**config.mk**
```make
export PLATFORM = sky130hd
export DESIGN_NAME = pwm_deadtime_flat
export DESIGN_NICKNAME = d
export VERILOG_FILES = /design/src/rtl/pwm_pkg.sv /design/src/rtl/pwm_deadtime_if.sv /design/src/rtl/pwm_dt_counter.sv /design/src/rtl/pwm_deadtime.sv /design/src/flat_wrapper.sv
export SDC_FILE = /design/constraint.sdc
export NUM_CORES = 1
export LEC_CHECK = 0
export CAP_MARGIN = 20
export CORE_MARGIN = 3
export CORE_UTILIZATION = 49
export DETAILED_ROUTE_END_ITERATION = 16
export GPL_TIMING_DRIVEN = 1
export PLACE_DENSITY = 0.76
export SETUP_SLACK_MARGIN = 0.15
export SYNTH_ARGS = -nofsm -noshare
export SYNTH_HDL_FRONTEND = slang
export SYNTH_HIERARCHICAL = 1
export SYNTH_SLANG_ARGS = --single-unit
```
**constraint.sdc**
```tcl
create_clock -name clk_i -period 2.9 [get_ports clk_i]
set_input_delay 0.29 -clock clk_i [delete_from_list [all_inputs] [get_ports clk_i]]
set_output_delay 0.29 -clock clk_i [all_outputs]
set_load 0.01 [all_outputs]
```
**src/rtl/pwm_pkg.sv**
```systemverilog
// Shared constants for the dead-time gate driver: one-hot state indices and default widths.
// Optional fault latch is enabled in the consumers by defining PWM_DEADTIME_FAULT_EN.
package pwm_pkg;
  localparam int DT_BITS_DEF = 8;

  localparam int S_OFF    = 0;
  localparam int S_DEAD_H = 1;
  localparam int S_HI     = 2;
  localparam int S_DEAD_L = 3;
  localparam int S_LO     = 4;

  typedef enum logic [4:0] {
    ST_OFF    = 5'(1 << S_OFF),
    ST_DEAD_H = 5'(1 << S_DEAD_H),
    ST_HI     = 5'(1 << S_HI),
    ST_DEAD_L = 5'(1 << S_DEAD_L),
    ST_LO     = 5'(1 << S_LO)
  } state_e;
endpackage

```
**src/rtl/pwm_deadtime_if.sv**
```systemverilog
// Control/gate-drive bundle between the PWM controller and pwm_deadtime.
// Fault signals exist only when PWM_DEADTIME_FAULT_EN is defined.
interface pwm_deadtime_if #(parameter int DT_BITS = pwm_pkg::DT_BITS_DEF);
  logic               pwm_i;
  logic               enable_i;
  logic [DT_BITS-1:0] dead_i;
  logic               hi_o;
  logic               lo_o;
  logic               busy_o;
`ifdef PWM_DEADTIME_FAULT_EN
  logic               fault_i;
  logic               fault_clr_i;
  logic               fault_o;

  modport master (output pwm_i, enable_i, dead_i, fault_i, fault_clr_i,
                  input  hi_o, lo_o, busy_o, fault_o);
  modport slave  (input  pwm_i, enable_i, dead_i, fault_i, fault_clr_i,
                  output hi_o, lo_o, busy_o, fault_o);
`else
  modport master (output pwm_i, enable_i, dead_i,
                  input  hi_o, lo_o, busy_o);
  modport slave  (input  pwm_i, enable_i, dead_i,
                  output hi_o, lo_o, busy_o);
`endif
endinterface

```
**src/rtl/pwm_dt_counter.sv**
```systemverilog
// Loadable down-counter timing the dead band; load wins over decrement.
module pwm_dt_counter #(
  parameter int DT_BITS = 8
) (
  input  logic               clk_i,
  input  logic               rst_i,
  input  logic               load,
  input  logic [DT_BITS-1:0] load_val,
  input  logic               dec,
  output logic               zero_o
);
  logic [DT_BITS-1:0] cnt;

  always_ff @(posedge clk_i or posedge rst_i) begin
    if (rst_i)     cnt <= '0;
    else if (load) cnt <= load_val;
    else if (dec)  cnt <= cnt - 1'b1;
  end

  assign zero_o = (cnt == '0);
endmodule

```
**src/rtl/pwm_deadtime.sv**
```systemverilog
// Complementary gate-drive generator with programmable dead band (dead_i+1 cycles).
// Define PWM_DEADTIME_FAULT_EN to add the latched fault shutdown.
module pwm_deadtime import pwm_pkg::*; #(
  parameter int DT_BITS = DT_BITS_DEF
) (
  input  logic          clk_i,
  input  logic          rst_i,
  pwm_deadtime_if.slave bus
);
  state_e state;
  logic   pwm_q;
  logic   run, go_dh, go_dl, load, dec, zero;

`ifdef PWM_DEADTIME_FAULT_EN
  logic fault_q;

  // Clear needs fault_i low at the same edge; a live fault keeps the latch set.
  always_ff @(posedge clk_i or posedge rst_i) begin
    if (rst_i)                 fault_q <= 1'b0;
    else if (bus.fault_i)      fault_q <= 1'b1;
    else if (bus.fault_clr_i)  fault_q <= 1'b0;
  end

  assign bus.fault_o = fault_q;
  assign run = bus.enable_i & ~bus.fault_i & ~fault_q;
`else
  assign run = bus.enable_i;
`endif

  // Any entry into a dead state reloads the band, including DEAD_H <-> DEAD_L flips.
  assign go_dh = run &  pwm_q & (state[S_OFF] | state[S_DEAD_L] | state[S_LO]);
  assign go_dl = run & ~pwm_q & (state[S_OFF] | state[S_DEAD_H] | state[S_HI]);
  assign load  = go_dh | go_dl;
  assign dec   = run & (state[S_DEAD_H] | state[S_DEAD_L]) & ~zero & ~load;

  pwm_dt_counter #(.DT_BITS(DT_BITS)) u_cnt (
    .clk_i    (clk_i),
    .rst_i    (rst_i),
    .load     (load),
    .load_val (bus.dead_i),
    .dec      (dec),
    .zero_o   (zero)
  );

  always_ff @(posedge clk_i or posedge rst_i) begin
    if (rst_i) begin
      state <= ST_OFF;
      pwm_q <= 1'b0;
    end else begin
      pwm_q <= bus.pwm_i;
      if (!run)                             state <= ST_OFF;
      else if (go_dh)                       state <= ST_DEAD_H;
      else if (go_dl)                       state <= ST_DEAD_L;
      else if (state == ST_DEAD_H && zero)  state <= ST_HI;
      else if (state == ST_DEAD_L && zero)  state <= ST_LO;
    end
  end

  assign bus.hi_o   = state[S_HI];
  assign bus.lo_o   = state[S_LO];
  assign bus.busy_o = state[S_DEAD_H] | state[S_DEAD_L];
endmodule

```
**src/flat_wrapper.sv**
```systemverilog
// flat-port wrapper written by rule: the top's interface ports become plain ports
module pwm_deadtime_flat import pwm_pkg::*;
#(
  parameter int DT_BITS = DT_BITS_DEF
)
  (clk_i, rst_i, bus_pwm_i, bus_enable_i, bus_dead_i, bus_hi_o, bus_lo_o, bus_busy_o);
  pwm_deadtime_if #(.DT_BITS(DT_BITS)) bus_i ();
  input  logic clk_i;
  input  logic rst_i;
  input wire logic [$bits(bus_i.pwm_i)-1:0] bus_pwm_i;
  input wire logic [$bits(bus_i.enable_i)-1:0] bus_enable_i;
  input wire logic [$bits(bus_i.dead_i)-1:0] bus_dead_i;
  output wire logic [$bits(bus_i.hi_o)-1:0] bus_hi_o;
  output wire logic [$bits(bus_i.lo_o)-1:0] bus_lo_o;
  output wire logic [$bits(bus_i.busy_o)-1:0] bus_busy_o;
  assign bus_i.pwm_i = bus_pwm_i;
  assign bus_i.enable_i = bus_enable_i;
  assign bus_i.dead_i = bus_dead_i;
  assign bus_hi_o = bus_i.hi_o;
  assign bus_lo_o = bus_i.lo_o;
  assign bus_busy_o = bus_i.busy_o;
  pwm_deadtime #(.DT_BITS(DT_BITS)) u_core (.clk_i(clk_i), .rst_i(rst_i), .bus(bus_i));
endmodule
```
# Word level (Yosys, flattened, before mapping)
# Cells that the tools add are included.
# word_totals
reg_bits	14
inputBits	12
# op_classes
n_addsub	1
eq_ne	3
n_mux	7
bitwise_logic	16
n_reduce_logical	4
# ops
cell	count
2-to-1 mux 5 bit	5
2-to-1 mux 8 bit	2
logical NOT 8 bit	1
subtractor 8 x 1 -> 8 bit, second input constant	1
bitwise AND 1 bit	7
bitwise OR 1 bit	6
== test 5 x 2 -> 1 bit, second input constant	1
== test 5 x 4 -> 1 bit, second input constant	1
!= test 5 x 1 -> 1 bit, second input constant	1
inverter 1 bit	3
logical AND 1 bit	2
nonzero test 2 bit	1

# Longest topological paths before layout
# Gate-level depths: netlist of the first run.
# depth
ltp_word	8
depth_mapped	7

# Cells and area by module
# The synthesis of the first run kept the hierarchy.
# modules_own_cells
module	n_inst	cells_per_inst	area_each_um2	seq_area_each_um2
pwm_dt_counter	1	55	486.7	200.2
pwm_deadtime	1	26	275.3	151.4

# Worst setup path before layout of the first run
# OpenSTA, ideal clock, no wires.
# synth_path
kind	register to register
startpoint	register u_core.state[2]
endpoint	register u_core.u_cnt.cnt[5]
arrival_time_ns	1.985
required_ns	2.774
path_slack_ns	0.789
stages_incl_launch_ff	7
n_path_buf	0
cell_sequence	dfrtp_1 -> nor4_2 -> o21ai_1 -> nor3b_2 -> nor3b_1 -> a21oi_1 -> a311o_1
# synth_between
elab_chain_len	6
# synth_rtl
element	line	source
start, declared	pwm_deadtime.sv:10	state_e state;
start signal, assigned	pwm_deadtime.sv:47	state <= ST_OFF;
start signal, assigned	pwm_deadtime.sv:51	if (!run) state <= ST_OFF;
start signal, assigned	pwm_deadtime.sv:52	else if (go_dh) state <= ST_DEAD_H;
bitwise OR 1 bit	pwm_deadtime.sv:32	assign go_dl = run & ~pwm_q & (state[S_OFF] | state[S_DEAD_H] | state[S_HI]);
bitwise AND 1 bit	pwm_deadtime.sv:32	
bitwise OR 1 bit	pwm_deadtime.sv:33	assign load = go_dh | go_dl;
inverter 1 bit	pwm_deadtime.sv:34	assign dec = run & (state[S_DEAD_H] | state[S_DEAD_L]) & ~zero & ~load;
bitwise AND 1 bit	pwm_deadtime.sv:34	
via u_core.dec	pwm_deadtime.sv:12	logic run, go_dh, go_dl, load, dec, zero;
nonzero test 2 bit (no source line)	--	
end signal, assigned	pwm_dt_counter.sv:16	else if (load) cnt <= load_val;
end signal, assigned	pwm_dt_counter.sv:17	else if (dec) cnt <= cnt - 1'b1;
end, declared	pwm_dt_counter.sv:12	logic [DT_BITS-1:0] cnt;
# The timed path passes the listed nets, and every way through them passes these cells.
# A chain may end at the register's enable or synchronous reset.

# Worst setup path in the final report of the first run
# layout_path
startpoint	register u_core.state[1]
endpoint	register u_core.u_cnt.cnt[5]
# layout_between
elab_chain_len	7
# layout_rtl
element	line
bitwise OR 1 bit (2 in series)	pwm_deadtime.sv:32
bitwise AND 1 bit	pwm_deadtime.sv:32
bitwise OR 1 bit	pwm_deadtime.sv:33
inverter 1 bit	pwm_deadtime.sv:34
bitwise AND 1 bit (*)	pwm_deadtime.sv:34
via u_core.dec	pwm_deadtime.sv:12
nonzero test 2 bit (no source line) (*)	--
# The timed path passes the listed nets; every way through them passes the cells marked *.

==> metrics.md, run 1 <==
| Metric | Value |
|---|---|
| Status | finished, final reports clean |
| Buffers on Ports | 14 |
| Crit. End Element | flop |
| Placer's final routability congestion estimate | approximately 0.93 |
| Met2 routed wirelength | approximately 730 um |
| Setup violators final | 0 |
| Most frequent cells in the layout | clkdlybuf4s50_1 (14), dfrtp_1 (13), nand2_1 (10) |
| Synth Flop Type | dfrtp_1 |
| Largest family of logic cells by synthesized area | simple AND/OR/NAND/NOR gates |
| Dpl cells | roughly 110 |
| CTS Sinks | 14 |
| Arrival time worst endpoint | around 2.6 ns |
| Core Area | 1380 um2 |
| Setup Buffers After CTS | 0 |
| Vias | 669 |
| CP peak stage delay | 0.46 ns |
| Final slew viol count | 0 |
| Pleak | just under 0.4 nW |
| Top cells by area, synth | dfrtp_1 (43%), nand2_1 (4.9%), o21ai_0 (4.6%) |
| Metal3 WL | 121 um |
| Antenna cells | 0 |
| Grt ovf | 0 |
| Post-synthesis simple-gate area fraction | 27.4% |
| Cell-by-cell trace of the critical path | nor4_2 > o21ai_1 > nor3b_2 > nor3b_1 > a21oi_1 > a311o_1 |
| Remaining antenna violation count | 0 |
| Crit path required time | 3.07 ns |
| HP Class | in2async |
| Synth Area in Compound Gates | 13.6% |
| Critical path class | reg2reg |
| Syn Area/Cell | 9.41 um2 |
| Slew margin rel. | around three fifths |
| Cts repair resizes | 0 |
| CTS tree | done |
| Detailed Routing Iterations Pass 1 | 4 |
| Total track usage | a little under a fifth |
| Root Buffer | clkbuf_4 |
| # rows | 13 |
| Synth async-reset ratio | 100% |
| H-tree depth | 1 |
| # IOs | 15 |
| Post-Layout Cell Count | 113 |
| Die W | 45.4 um |
| Cts hold-fix bufs | 0 |
| Overall power | 461 uW |
| CTS clock-pin slew for the worst setup and hold paths | approximately 0.080 ns |
| Hold Vio Cnt, Final | 0 |
| Final Worst Setup Slack | roughly 0.52 ns |
| Starting Density | between 50% and 60% |
| Place WS | 0.550 ns |
| Share of layout cells above drive strength 1 | a little under a tenth |
| Post-route DRC | 0 |
| Worst skew pair latency | 0.28 ns |
| CTS buffer count | 3 |
| DR iter-0 viols | 26 |
| Bufs on Longest Clock Path | 2 |
| Post-DP HPWL | approximately 1200 um |
| Area growth syn-to-layout | 24.3% |
| VDD IR-drop max | 0.308 mV |
| Slowest CP cell | nor3b_1 |
| Routed WL per cell | 13.7 um |
| Worst Skew | 0.00654 ns |
| Mapped Cells | 81 |
| Top cell type's share of synthesized area | a little over two fifths |
| Multiplexer share of the synthesized area | 0% |
| XOR/XNOR Fraction of Synth Area | 4.60% |
| Power Dens Cells | 486 nW/um2 |
| Largest area contributor in the netlist | dfrtp_1 |
| Vias in the first global route | 652 |
| Die height | 45.4 um |
| Yosys Warn Count | 6 |
| Net Count, Synth | between 90 and 100 |
| Post-synthesis cell type count | 32 |
| Slew @ Worst Pin | ~0.61 ns |
| Sequential area share after synthesis | 46.1% |
| Max-cap viol count | 0 |
| Final Cycle Share | 82.1% |
| Full die area | 2060 um2 |
| Wirelength, routed | around 1500 um |
| Vias/cell | 5.92 |
| Max Fanout on Critical Path | 8 |
| Post-synth EDFFs | 0 |
| RSZ-0062 raised after global routing | false |
| Commonest non-fill, non-tap cell in the layout | clkdlybuf4s50_1 |
| Critical path launch point type | flop |
| Crit path time final | 2.38 ns |
| Netlist Area Pre-Place | ~760 um2 |
| Setup TNS Final | 0 ns |
| First-pass GRT wire length | approximately 2700 um |
| Seq cells post-synth | 14 |
| Top Metal Used | met4 |
| Synth Area in Adders | 3.28% |
| Metal-1 WL | 669 um |
| Pin count of the biggest net entering global routing | 20 |
| Number of nets in the layout | 113 |
| FMAX | about 420 MHz |
| Antenna violations before repair | 0 |
==> power by group <==
part           leakage (nW)  switching [mW]  internal [mW]
clock                0.0150          0.0606         0.0533
combinational         0.196          0.0498         0.0516
sequential            0.175          0.0274          0.218
total                 0.386           0.138          0.323
==> path summary, 6_finish.rpt <==
kind                                 start                  end  slack (ns)  cells after the start
max                        u_core/state[1]  u_core/u_cnt/cnt[5]        0.52                      6
min                                  rst_i      u_core/state[2]        0.25                      2
max reg2reg                u_core/state[1]  u_core/u_cnt/cnt[5]        0.52                      6
min reg2reg                   u_core/pwm_q      u_core/state[3]        0.50                      1
max in group asynchronous            rst_i  u_core/u_cnt/cnt[2]        2.36                      2
min in group clk_i               bus_pwm_i         u_core/pwm_q        0.45                      1
==> state kept, by name (all words and copies together) (netlist names) <==
signal	cells
u_core/pwm_q	1
u_core/state	5
u_core/u_cnt/cnt	8
==> cell type report <==
type,instances,area (um2)
inverter,8,30.0
fill,120,435
clock buffer,4,26.3
sequential,14,352
tap,15,18.8
multi-input combinational,57,373
timing repair buffer,15,148
==> routing by layer <==
metal | vias to the layer above | GRT usage, %
met5 | - | 0
met4 | 0 | 11.7
met3 | 6 | 3.56
met2 | 28 | 28.4
met1 | 312 | 22.4
li1 | 323 | -
==> logic make-up (layout without fill, tap and decap cells) <==
family / after synthesis / count (layout)
xor gates and xnor gates: 4 / 4
AOI/OAI and AO/OA: 17 / 17
buffers and inverters: 10 / 27
DFF: 14 / 14
and+or+nand+nor: 34 / 34
adders and majority gates: 2 / 2
==> critical path: cells and delay by family, from the launching register on <==
family,cells,cell delay [ns]
DFF,1,0.43
and+or+nand+nor,3,1.20
AOI/OAI and AO/OA,3,0.64
==> synth_stat cells (all sizes together), types with 3 or more instances <==
library cell	instances
inv	8
xnor2	3
nand2	10
nor2	4
dfrtp	13
o21ai	9
nor3	4
==> metrics by stage <==
step	util (%)	area, um2	hold slack [ns]
2_1_floorplan	-	762	0.0802
3_3_place_gp	66.6	921	0.483
3_5_place_dp	66.6	921	0.496
4_1_cts	68.5	947	0.245
5_1_grt	68.5	947	0.277
6_report	68.5	947	0.246
Note: power is estimated with default switching activity, not from simulation.
==> inputs of run 2 (changes only) <==
CORE_UTILIZATION = 44   (was 49)
PLACE_DENSITY = 0.72   (was 0.76)
clock period = 2.1 ns   (was 2.9 ns; I/O delays follow)
==> run 2 against run 1 <==
Sequential cell count unchanged. Wire length rose by 16%. Critical path depth unchanged. Via count rose by 5.5%. Clock-buffer cell count stayed put. Cell area is 13% higher. Highest routed layer unchanged.
==> metrics.md, run 2 (synthesis results as in run 1) <==
| Metric | Value |
|---|---|
| Full die area | 2270 um2 |
| GRT busiest layer | met2 |
| CTS clock-pin slew for the worst setup and hold paths | 0.08 ns |
| Number of nets in the layout | approximately 120 |
| Share of layout cells above drive strength 1 | 22.4% |
| Vias | about 700 |
| Largest registers | u_core/u_cnt/cnt (8), u_core/state (5), u_core/pwm_q (1) |
| Register area | 352 um2 |
| Final slew viol count | 0 |
| Post-route DRC | 0 |
| Hold Vio Cnt, Final | 0 |
| Routed WL per cell | 14.6 um |
| Detailed Routing Iterations Pass 1 | 4 |
| Vias/cell | between 5 and 6 |
| Critical path launch point type | flop |
| Total track usage | 18.1% |
| Max Fanout on Critical Path | 5 |
| Antenna violations before repair | 0 |
| Bufs on Longest Clock Path | 2 |
| Grt met1 use | a little under a quarter |
| CP peak stage delay | 0.45 ns |
| FMAX | 514 MHz |
| First-pass GRT wire length | 2780 um |
| Slowest CP cell | dfrtp_1 |
| Setup violators final | 0 |
| Crit path time final | roughly 1.9 ns |
| CP most frequent cell | nor3b_4 |
| # rows | 14 |
| Core Area | 1560 um2 |
| Arrival time worst endpoint | 2.12 ns |
| Starting Density | roughly half |
| CTS Sinks | 14 |
| Worst skew pair latency | roughly 0.29 ns |
| Place WS | 0.0319 ns |
| DR iter-0 viols | 31 |
| Power Dens Cells | 645 nW/um2 |
| CTS tree | done |
| # IOs | 15 |
| CTS buffer count | 3 |
| Critical path class | reg2reg |
| RSZ-0062 raised after global routing | true |
| Cell family contributing the most delay on the critical path | simple AND/OR/NAND/NOR gates |
| Slew @ Worst Pin | 0.496 ns |
| Wirelength, routed | 1790 um |
| Crit path required time | 2.27 ns |
| Buffers on Ports | 14 |
| Worst Skew | approximately 0.0053 ns |
| Commonest non-fill, non-tap cell in the layout | clkdlybuf4s50_1 |
| Max reg flops | 8 |
| Grt ovf | 0 |
| GRT met2 Usage | 28.3% |
| Multi-input combinational cell area | around 430 um2 |
| Design area | 1070 um2 |
| Hold WS | 0.143 ns |
| Placed inst area | roughly 980 um2 |
| H-tree depth | 1 |
| Vias in the first global route | 631 |
| Pin count of the biggest net entering global routing | 11 |
| Status | finished, final reports clean |
| Root Buffer | clkbuf_4 |
| Area growth syn-to-layout | 40.7% |
| Die height | approximately 48 um |
| Die W | 47.6 um |
| Buf+Inv Stages, Crit Path | 0 |
| Crit. End Element | flop |
| Met3 usage | under 10% |
| VDD IR-drop max | 0.382 mV |
| R2r setup slk | 0.15 ns |
| Cell-by-cell trace of the critical path | nor4b_4 > o21ai_2 > nor3b_4 > nor3b_4 > a21oi_1 > a311o_1 |
| Antenna cells | 0 |
| Slew margin rel. | 66.7% |
| Max-cap viol count | 0 |
| HP Class | in2async |
| Remaining antenna violation count | 0 |
| Pleak | 0.445 nW |
| Most frequent cells in the layout | clkdlybuf4s50_1 (14), dfrtp_1 (13), buf_4 (10) |
| Post-DP HPWL | 1240 um |
| Fill count | 114 |
| Placer's final routability congestion estimate | 0.804 |
| Largest register by flop count | u_core/u_cnt/cnt |
| Setup TNS Final | 0 ns |
| Final Worst Setup Slack | 0.153 ns |
| Final Cycle Share | 92.7% |
run 2: timing repair:
action | CTS | global route
resized for setup | 1 | 5
setup endpoints to repair | 4 | 6
hold buffers | 0 | 0
buffers inserted | 2 | 2
pin swaps | 1 | 0
run 2: per-layer routing:
layer  up-vias  share of wire (%)
met5         -                  0
met4         0               0.73
met3         2                5.9
met2        20                 49
met1       341                 44
li1        343                  -
run 2: layout make-up:
cell class,instances,area share [%]
Clock buffer,4,2.45
Inverter,8,2.80
Multi-Input combinational cell,57,40.0
Sequential cell,14,32.8
Tap cell,16,1.87
Timing Repair Buffer,24,20.1
run 2: power breakdown:
part	switching, mW	internal [mW]
logic	0.0962	0.103
registers	0.0308	0.301
clock network	0.0875	0.0739
run 2: worst paths after layout:
| check | from | end | depth (start not counted) |
|---|---|---|---|
| setup / recovery | u_core/state[3] | u_core/u_cnt/cnt[5] | 6 |
| hold / removal | rst_i | u_core/state[4] | 2 |
| setup reg to reg | u_core/state[3] | u_core/u_cnt/cnt[5] | 6 |
| hold reg to reg | u_core/u_cnt/cnt[6] | u_core/u_cnt/cnt[6] | 2 |
| max in group asynchronous | rst_i | u_core/u_cnt/cnt[7] | 2 |
| min in group clk_i | bus_pwm_i | u_core/pwm_q | 1 |
run 2: metrics by stage:
step	power, mW	utilization (%)	cells
floorplan	0.435	-	81
global placement	0.512	63.1	115
detailed placement	0.514	63.1	115
CTS	0.680	66.3	121
global route	0.736	68.8	123
finish	0.692	68.8	123
==> inputs of run 3 (changes only) <==
CELL_PAD_IN_SITES_DETAIL_PLACEMENT = 1   (was default)
CELL_PAD_IN_SITES_GLOBAL_PLACEMENT = 2   (was default)
CORE_ASPECT_RATIO = 0.6   (was default)
CORE_MARGIN = 4   (was 3)
CORE_UTILIZATION = 27   (was 44)
PLACE_DENSITY = default   (was 0.72)
PLACE_DENSITY_LB_ADDON = 0.1   (was default)
==> run 3 against run 2 <==
Global-route usage down 6.2 points. Maximum frequency is essentially flat. Utilization decreased by 24 points. First-iteration DRC count down 58%. Critical path depth is the same. Worst hold slack improved by 0.069 ns. Die area rose by 66%. Worst setup slack improved by 0.0014 ns. Sequential share of layout area is 2.2 points lower. Wire length up 15%. Non-clock buffer count up 5. Combinational power is 4% higher.
==> metrics.md, run 3 (synthesis results as in run 1) <==
| Metric | Value |
|---|---|
| Status | finished, final reports clean |
| Design area | ~1200 um2 |
| Max reg flops | 8 |
| Starting Density | 29.4% |
| DR iter-0 viols | 13 |
| Met3 usage | 4.24% |
| Final slew viol count | 0 |
| Full die area | between 3000 and 4000 um2 |
| Number of nets in the layout | 127 |
| Vias/cell | 4.90 |
| Crit path time final | 1.95 ns |
| Wirelength, routed | 2050 um |
| Critical register-to-register path endpoint | u_core/u_cnt/cnt[5] |
| Antenna violations before repair | 0 |
| Worst Skew | 0.00167 ns |
| VDD IR-drop max | approximately 0.24 mV |
| Cell-by-cell trace of the critical path | nor4_4 > o21ai_2 > nor3b_4 > nor3b_4 > a21oi_1 > a311o_1 |
| GRT busiest layer | met1 |
| Core Area | 2590 um2 |
| Post-DP HPWL | around 1600 um |
| Most frequent cells in the layout | buf_4 (15), clkdlybuf4s50_1 (14), nand2_1 (10), dfrtp_1 (10), inv_1 (8) |
| Dpl cells | between 100 and 150 |
| Flop pwr share | 41.3% |
| Buffers on Ports | 14 |
| Vias | 706 |
| Power Dens Cells | 689 nW/um2 |
| HP Class | in2async |
| Hold Vio Cnt, Final | 0 |
| Vias in the first global route | 684 |
| Routed WL per cell | 14.3 um |
| # rows | 14 |
| CTS Sinks | 14 |
| Buf+Inv Stages, Crit Path | 0 |
| R2r setup slk | approximately 0.15 ns |
| Critical path launch point type | flop |
| Cell family contributing the most delay on the critical path | simple AND/OR/NAND/NOR gates |
| Critical path class | reg2reg |
| Slew margin rel. | 76.3% |
| Detailed Routing Iterations Pass 1 | 4 |
| Placer's final routability congestion estimate | 0.771 |
| Max Fanout on Critical Path | 4 |
| Hold WS | 0.212 ns |
| First-pass GRT wire length | 3450 um |
| Clk pwr share | 32.8% |
| # IOs | 15 |
| Pleak | just under 0.5 nW |
| CP peak stage delay | 0.44 ns |
| Largest registers | u_core/u_cnt/cnt (8), u_core/state (5), u_core/pwm_q (1) |
| Setup TNS Final | 0 ns |
| Crit. End Element | flop |
| Combinational share of power | 25.9% |
| Crit path required time | about 2.2 ns |
| FF-to-FF Start | u_core/state[1] |
| Remaining antenna violation count | 0 |
| Final Cycle Share | 92.6% |
| Area growth syn-to-layout | 52.2% |
| CTS clock-pin slew for the worst setup and hold paths | around 0.06 ns |
| Switch share | 27.7% |
| Worst Reg-to-Reg Cells | 6 |
| Grt met1 use | ~17% |
| Overall power | 800 uW |
| Commonest non-fill, non-tap cell in the layout | buf_4 |
| Setup violators final | 0 |
| RSZ-0062 raised after global routing | true |
| CP most frequent cell | nor3b_4 |
| Post-route DRC | 0 |
| H-tree depth | 1 |
| GRT met2 Usage | between 10% and 20% |
| Placed inst area | 1030 um2 |
| Die W | 76.6 um |
| FMAX | 514 MHz |
| Post-Layout Cell Count | around 140 |
| Pin count of the biggest net entering global routing | 12 |
| Slowest CP cell | dfrtp_2 |
| Share of layout cells above drive strength 1 | 28.6% |
| CTS buffer count | 3 |
| CTS tree | done |
| Max-cap viol count | 0 |
| Root Buffer | clkbuf_8 |
| Slew @ Worst Pin | ~0.36 ns |
| Arrival time worst endpoint | ~2.1 ns |
| Switch Pwr | 222 uW |
| Worst skew pair latency | 0.24 ns |
| Bufs on Longest Clock Path | 2 |
| Grt ovf | 0 |
| Total track usage | 11.8% |
| Largest register by flop count | u_core/u_cnt/cnt |
| Antenna cells | 0 |
| Die height | just under 50 um |
| Pint | 578 uW |
## run 3: cell count changes in the layout (fill, tap and decap cells not counted), sizes merged
cell and delta:
buf +5
## run 3: timing repair
item | 4_1_cts | 5_1_grt
resized for setup | 5 | 2
cloned | 0 | 0
buffers inserted | 2 | 4
endpoints found under the setup margin | 2 | 5
pin swaps | 1 | 2
hold buffers | 0 | 0
## run 3: power groups by stage
stage	registers, mW	clock network (mW)	logic, mW
floorplan	0.336	0	0.0994
global placement	0.329	0	0.195
detailed placement	0.331	0	0.196
CTS	0.330	0.278	0.204
global route	0.334	0.287	0.233
finish	0.330	0.262	0.207
## run 3: area by class of cell
type | count | area, um2
clock buffers | 4 | 55.1
fillers | 317 | 1430
inverters | 8 | 30.0
multi-input cells | 57 | 427
flip-flops and latches | 14 | 355
well taps | 32 | 40.0
repair buffers | 29 | 253
## run 3: metrics by stage
stage	utilization, %	worst slack [ns]
floorplan	-	0.154
global placement	39.6	0.0815
detailed placement	39.6	0.0555
CTS	43.5	0.157
global route	44.7	0.0312
finish	44.7	0.155
## run 3: worst max path at each step
stage,from,end,depth (start not counted)
after floorplan,u_core/state[4],u_core/u_cnt/cnt[5],6
after global placement,u_core/state[1],u_core/u_cnt/cnt[3],7
after detailed placement,u_core/state[1],u_core/u_cnt/cnt[5],6
after global routing,u_core/state[3],u_core/u_cnt/cnt[5],6
after CTS,u_core/state[1],u_core/u_cnt/cnt[5],6
final,u_core/state[1],u_core/u_cnt/cnt[5],6
## run 3: routing by layer
| metal | share of wire, % | vias to the layer above |
|---|---|---|
| li1 | - | 351 |
| met2 | 37 | 13 |
| met1 | 56 | 338 |
| met4 | 1.4 | 0 |
| met5 | 0 | - |
| met3 | 5.5 | 4 |
## run 3: worst reg2reg max path, delay by kind of cell, from the launching register on
| kind | cells | cell delay, ns |
|---|---|---|
| and+or+nand+nor | 3 | 0.85 |
| AOI/OAI and AO/OA | 3 | 0.54 |
| DFF | 1 | 0.44 |
